File: src/rtl/count_tick_gen_pkg.sv
// Shared types and constants for the count_tick_gen tick generator.
package count_tick_pkg;

  // Controller states: waiting for start, generating ticks, signalling completion.
  typedef enum logic [1:0] {
    IDLE = 2'd0,
    RUN  = 2'd1,
    DONE = 2'd2
  } tick_state_t;

  // Width of the shots input; the internal shot counter needs one more bit
  // because a programmed 0 stands for 16 ticks.
  localparam int SHOT_W          = 4;
  localparam int SHOT_CNT_W      = SHOT_W + 1;
  localparam int SHOT_ZERO_MEANS = 16;

  // Convert the programmed shot count into the value loaded into the counter.
  function automatic logic [SHOT_CNT_W-1:0] shot_load(input logic [SHOT_W-1:0] shots);
    if (shots == '0) return SHOT_CNT_W'(SHOT_ZERO_MEANS);
    else             return {1'b0, shots};
  endfunction

endpackage

File: src/rtl/count_tick_gen_if.sv
// Control/status bundle between the tick generator and its controller.
// master drives the configuration and start/stop; slave is the generator.
interface count_tick_gen_if #(parameter int WIDTH = 8);
  import count_tick_pkg::*;

  logic [WIDTH-1:0]  div;
  logic [SHOT_W-1:0] shots;
  logic              oneshot;
  logic              start;
  logic              stop;
  logic              t;
  logic              busy;
  logic              done;

  modport master (output div, shots, oneshot, start, stop,
                  input  t, busy, done);
  modport slave  (input  div, shots, oneshot, start, stop,
                  output t, busy, done);
endinterface

File: src/rtl/count_tick_gen_prescaler.sv
// Reloadable down-counter that paces the tick generator. zero flags the
// cycle on which a tick is due; the counter then reloads instead of wrapping.
module count_tick_prescaler #(
  parameter int WIDTH = 8
) (
  input  logic             clk,
  input  logic             rst,
  input  logic             load,
  input  logic             en,
  input  logic [WIDTH-1:0] reload_val,
  output logic             zero
);

  logic [WIDTH-1:0] count_q;

  // Load on start, then count down and reload from zero while enabled.
  // NOTE: sequential state uses <= so every register sees pre-edge values;
  // the synchronous reset lives inside the clocked block.
  always_ff @(posedge clk) begin
    if (!rst) begin
      count_q <= '0;
    end else if (load) begin
      count_q <= reload_val;
    end else if (en) begin
      if (count_q == '0) count_q <= reload_val;
      else               count_q <= count_q - 1'b1;
    end
  end

  assign zero = (count_q == '0);

endmodule

File: src/rtl/count_tick_gen.sv
// Programmable tick generator feeding the t input of the 4-bit down counter.
// Continuous or one-shot burst mode; all outputs registered.
// Optional build macro COUNT_TICK_GEN_DIV_LATCH_EN: capture div at start
// and use that value for every reload instead of reading div live.
module count_tick_gen
  import count_tick_pkg::*;
#(
  parameter int WIDTH = 8
) (
  input  logic             clk,
  input  logic             rst,
  count_tick_gen_if.slave  bus
);

  tick_state_t           state_q, state_d;
  logic [SHOT_CNT_W-1:0] shot_q, shot_d;
  logic                  oneshot_q, oneshot_d;
  logic                  t_d, done_d, busy_d;
  logic                  pre_load, pre_en, pre_zero;
  logic [WIDTH-1:0]      reload_div;
  logic [WIDTH-1:0]      reload_val;

`ifdef COUNT_TICK_GEN_DIV_LATCH_EN
  logic [WIDTH-1:0] div_q;

  // Hold the divisor captured at start for the whole run.
  always_ff @(posedge clk) begin
    if (!rst)          div_q <= '0;
    else if (pre_load) div_q <= bus.div;
  end

  assign reload_div = div_q;
`else
  assign reload_div = bus.div;
`endif

  // The initial load at start always takes the current div.
  assign reload_val = pre_load ? bus.div : reload_div;

  count_tick_prescaler #(.WIDTH(WIDTH)) u_prescaler (
    .clk        (clk),
    .rst        (rst),
    .load       (pre_load),
    .en         (pre_en),
    .reload_val (reload_val),
    .zero       (pre_zero)
  );

  // State register.
  always_ff @(posedge clk) begin
    if (!rst) state_q <= IDLE;
    else      state_q <= state_d;
  end

  // Next-state, prescaler control and next output values.
  // NOTE: every signal gets a default first so no path leaves it unassigned
  // and no latch is inferred.
  always_comb begin
    state_d   = state_q;
    shot_d    = shot_q;
    oneshot_d = oneshot_q;
    t_d       = 1'b0;
    done_d    = 1'b0;
    pre_load  = 1'b0;
    pre_en    = 1'b0;
    unique case (state_q)
      IDLE: begin
        if (bus.start && !bus.stop) begin
          state_d   = RUN;
          pre_load  = 1'b1;
          shot_d    = shot_load(bus.shots);
          oneshot_d = bus.oneshot;
        end
      end
      RUN: begin
        // stop beats a coincident tick; start is ignored here.
        if (bus.stop) begin
          state_d = IDLE;
        end else begin
          pre_en = 1'b1;
          if (pre_zero) begin
            t_d = 1'b1;
            if (oneshot_q) begin
              shot_d = shot_q - 1'b1;
              if (shot_q == SHOT_CNT_W'(1)) state_d = DONE;
            end
          end
        end
      end
      DONE: begin
        // stop has no effect here; completion is always reported.
        done_d  = 1'b1;
        state_d = IDLE;
      end
      default: state_d = IDLE;
    endcase
    busy_d = (state_d != IDLE);
  end

  // Shot counter, mode latch and registered outputs.
  always_ff @(posedge clk) begin
    if (!rst) begin
      shot_q    <= '0;
      oneshot_q <= 1'b0;
      bus.t     <= 1'b0;
      bus.busy  <= 1'b0;
      bus.done  <= 1'b0;
    end else begin
      shot_q    <= shot_d;
      oneshot_q <= oneshot_d;
      bus.t     <= t_d;
      bus.busy  <= busy_d;
      bus.done  <= done_d;
    end
  end

endmodule

File: src/flat_wrapper.sv
// flat-port wrapper written by rule: the top's interface ports become plain ports
module count_tick_gen_flat import count_tick_pkg::*;
#(
  parameter int WIDTH = 8
)
  (clk, rst, bus_div, bus_shots, bus_oneshot, bus_start, bus_stop, bus_t, bus_busy, bus_done);
  count_tick_gen_if #(.WIDTH(WIDTH)) bus_i ();
  input  logic clk;
  input  logic rst;
  input wire logic [$bits(bus_i.div)-1:0] bus_div;
  input wire logic [$bits(bus_i.shots)-1:0] bus_shots;
  input wire logic [$bits(bus_i.oneshot)-1:0] bus_oneshot;
  input wire logic [$bits(bus_i.start)-1:0] bus_start;
  input wire logic [$bits(bus_i.stop)-1:0] bus_stop;
  output wire logic [$bits(bus_i.t)-1:0] bus_t;
  output wire logic [$bits(bus_i.busy)-1:0] bus_busy;
  output wire logic [$bits(bus_i.done)-1:0] bus_done;
  assign bus_i.div = bus_div;
  assign bus_i.shots = bus_shots;
  assign bus_i.oneshot = bus_oneshot;
  assign bus_i.start = bus_start;
  assign bus_i.stop = bus_stop;
  assign bus_t = bus_i.t;
  assign bus_busy = bus_i.busy;
  assign bus_done = bus_i.done;
  count_tick_gen #(.WIDTH(WIDTH)) u_core (.clk(clk), .rst(rst), .bus(bus_i));
endmodule
File: config.mk
export PLATFORM = sky130hd
export DESIGN_NAME = count_tick_gen_flat
export DESIGN_NICKNAME = d
export VERILOG_FILES = /design/src/rtl/count_tick_gen_pkg.sv /design/src/rtl/count_tick_gen_if.sv /design/src/rtl/count_tick_gen_prescaler.sv /design/src/rtl/count_tick_gen.sv /design/src/flat_wrapper.sv
export SDC_FILE = /design/constraint.sdc
export NUM_CORES = 1
export LEC_CHECK = 0
export ABC_CLOCK_PERIOD_IN_PS = 2000
export BUFFER_PORTS_ARGS = -buffer_cell sky130_fd_sc_hd__clkbuf_2
export CELL_PAD_IN_SITES_DETAIL_PLACEMENT = 0
export CELL_PAD_IN_SITES_GLOBAL_PLACEMENT = 1
export CORE_MARGIN = 1
export CORE_UTILIZATION = 40
export CTS_BUF_LIST = sky130_fd_sc_hd__clkbuf_16
export DETAILED_ROUTE_END_ITERATION = 12
export PLACE_DENSITY_LB_ADDON = 0.1
export SLEW_MARGIN = 0
export SYNTH_ARGS = -nofsm -noshare
export SYNTH_HDL_FRONTEND = slang
export SYNTH_SLANG_ARGS = --single-unit
File: constraint.sdc
create_clock -name clk -period 2 [get_ports clk]
set_input_delay 0.3 -clock clk [delete_from_list [all_inputs] [get_ports clk]]
set_output_delay 0.3 -clock clk [all_outputs]
set_load 0.01 [all_outputs]
==> impl_metrics.json <==
{
  "skew_ns": 0.005060,
  "r2r_cells": 7,
  "grt_max_degree": 16,
  "die_x_um": 54.53,
  "holdCritPathClass": "in2reg",
  "drive_above_1_share_pct": 23.38,
  "root_buffer": "clkbuf_16",
  "ys.flop_type": "dfxtp_1",
  "switching_power_uw": 387.0,
  "clock_sinks": 19,
  "rsz0062_at_grt": "false",
  "clkPwrFrac_pct": 32.9,
  "viasPerCell": 5.984,
  "grt.total_usage_pct": 22.03,
  "cts.repair_timing.setup_buffer_count": 0,
  "setup_tns_ns": 0,
  "status": "finished, final reports clean",
  "cp-endpoint": "u_core.u_prescaler.count_q[3]",
  "r2r_slack_ns": 0.18,
  "route.detailed.drc": 0,
  "critPathLaunch": "u_core.u_prescaler.count_q[0]",
  "yosysWarnings": 0,
  "clock_path_buffers": 2,
  "ys_seq_elements": 19,
  "grt_pass1_vias": 907,
  "p_int_uw": 858.4,
  "r2r_end": "u_core.u_prescaler.count_q[3]",
  "path_class": "reg2reg",
  "synth.distinct_cells": 43,
  "cp-start-kind": "register",
  "worst_pin_slew_ns": 0.3703,
  "synth_edf_count": 0,
  "finalSetupViolCount": 0,
  "io_buffers": 19,
  "dieArea_um2": 2973,
  "finalHoldViolCount": 0,
  "cellPowerDensity_nw_per_um2": 920.8,
  "num_rows": 18,
  "gr-total-overflow": 0,
  "nets": 176,
  "ir_worst_vdd_uv": 758.0,
  "critPathCaptureType": "register",
  "place_congestion": 0.8647,
  "antenna_found_initial": 0,
  "synthArstFlopShare_pct": 0,
  "path_max_fanout": 8,
  "power_frac_seq_pct": 36.3,
  "timing.fmax_ghz": 0.5489,
  "synth_seq_area_share_pct": 34.47,
  "first_iter_violations": 42,
  "die_h_um": 54.53,
  "cts_hold_repair.buffers": 0,
  "p_comb_share_pct": 30.8,
  "netlist_area_um2": 1104,
  "cts_resized": 0,
  "cts_made_buffers": 3,
  "areaGrowthSynthToFinish_pct": 22.56,
  "synth_nets": 149,
  "core-area_um2": 2545,
  "cts.clk_slew.worst_paths_ns": 0.06,
  "dr_total_vias": 1101,
  "avgSynthCellArea_um2": 8.622,
  "relSlewSlack_pct": 75.12,
  "drtAntennaViolNets": 0,
  "totalWireLength_mm": 2.864,
  "diodes": 0,
  "arrival_ns": 1.97,
  "firstDrtPassIters": 4,
  "netlist_instances": 128,
  "worstPathRequired_ns": 2.15,
  "place_hpwl_mm": 2.084,
  "finalCriticalPeriod_ns": 1.822,
  "cts_tree": "done",
  "ios": 20,
  "slew_viol_final": 0,
  "period_share_pct": 91.09,
  "clk_latency_ns": 0.25,
  "start_util_pct": 43.36,
  "wl_per_cell_um": 15.57,
  "switching_share_pct": 31.08,
  "p_leak_nw": 0.5566,
  "max_cap_violations": 0,
  "finalPower_mw": 1.245,
  "cts_max_level": 1,
  "grt_pass1_wl_mm": 4.574,
  "rr_startpoint": "u_core.u_prescaler.count_q[0]",
  "n_fill_cell": 252
}
[power by group through the flow]
stage               combinational, mW  sequential [mW]  clock [mW]
finish                          0.384            0.452       0.410
global route                    0.421            0.456       0.433
CTS                             0.380            0.450       0.424
detailed placement              0.377            0.459           0
global placement                0.379            0.457           0
floorplan                       0.260            0.449           0
[critical path, cell delays in order, from the launching register on]
cell and delay [ns]:
dfxtp_1 0.36, inv_1 0.10, ha_1 0.24, nor3b_2 0.16
buf_4 0.16, a21oi_2 0.16, mux2_1 0.33, a32o_1 0.20
[stage by stage]
stage / util [%] / cells / hold slack (ns) / cell area, um2 / setup WS [ns]
final: 53.15 / 184 / 0.2728 / 1353 / 0.1783
after global routing: 53.15 / 184 / 0.2895 / 1353 / 0.09188
after CTS: 53.15 / 184 / 0.2719 / 1353 / 0.1940
after detailed placement: 50.05 / 180 / 0.4850 / 1274 / 0.1966
after global placement: 50.05 / 180 / 0.4800 / 1274 / 0.2404
after floorplan: - / 128 / 0.4360 / 1104 / 0.2597
[state kept, by name (all words and copies together), names as in the netlist]
register	count
u_core.bus.busy	1
u_core.bus.done	1
u_core.bus.t	1
u_core.oneshot_q	1
u_core.shot_q	5
u_core.state_q	2
u_core.u_prescaler.count_q	8
[layout make-up]
class                   instances  area [um2]  area share, %
clock buffers                   3       75.07          5.550
multi-input cells              95       670.6          49.58
repair buffers                 26       147.6          10.92
inverters                      10       37.54          2.775
clock inverters                 1       3.754         0.2775
well taps                      30       37.54          2.775
flip-flops and latches         19       380.4          28.12
[layer usage]
metal	part of all wire, %	vias up	global-route usage (%)
li1	-	546	-
met1	50	520	33.67
met2	44	33	29.88
met3	5.5	2	5.833
met4	0.66	0	5.128
met5	0	-	0
[cell usage in the layout, fill, tap and decap left out, drive strengths merged, types with 2 or more instances in the layout]
cell	n
o211ai	2
buf	7
o22ai	3
a21o	2
and3	3
inv	10
nand2	5
mux2i	4
nand3	5
o21ai	9
nor4	6
nor3b	3
a21oi	7
a32oi	2
a32o	3
nor2b	2
dfxtp	19
nand4	2
nor2	8
ha	4
o31ai	2
o2111ai	2
clkbuf	22
nor3	6
or2	2
[cell usage after synthesis, drive strengths merged, types with 2 or more instances]
| master | instances | area [um2] |
|---|---|---|
| dfxtp | 19 | 380.4 |
| inv | 9 | 33.78 |
| o21ai | 9 | 45.04 |
| nor2 | 8 | 30.03 |
| a21oi | 7 | 38.79 |
| nor3 | 6 | 30.03 |
| nor4 | 6 | 52.55 |
| nand2 | 5 | 18.77 |
| nand3 | 5 | 25.02 |
| clkbuf | 4 | 15.01 |
| ha | 4 | 50.05 |
| mux2i | 4 | 40.04 |
| a32o | 3 | 30.03 |
| and3 | 3 | 18.77 |
| nor3b | 3 | 27.52 |
| o22ai | 3 | 18.77 |
| a21o | 2 | 15.01 |
| a32oi | 2 | 17.52 |
| nand4 | 2 | 18.77 |
| nor2b | 2 | 12.51 |
| o2111ai | 2 | 17.52 |
| o211ai | 2 | 15.01 |
| o31ai | 2 | 15.01 |
| or2 | 2 | 12.51 |
[how the worst min path moves through the flow]
| stage | startpoint | endpoint | cells past startpoint |
|---|---|---|---|
| global placement | u_core.oneshot_q | u_core.oneshot_q | 2 |
| finish | bus_oneshot | u_core.oneshot_q | 3 |
| global route | bus_oneshot | u_core.oneshot_q | 3 |
| detailed placement | u_core.oneshot_q | u_core.oneshot_q | 2 |
| floorplan | bus_oneshot | u_core.oneshot_q | 2 |
| CTS | bus_oneshot | u_core.oneshot_q | 3 |
[logic make-up (layout without fill, tap and decap cells)]
family / Yosys count / in the layout / synth area share [%]
flops: 19 / 19 / 34.47
mux: 5 / 5 / 4.649
simple gates: 47 / 47 / 27.10
buf+inv: 14 / 40 / 4.761
fa+ha+maj: 4 / 4 / 4.535
compound gates: 39 / 39 / 24.49
Power figures use the tool's default switching activity.
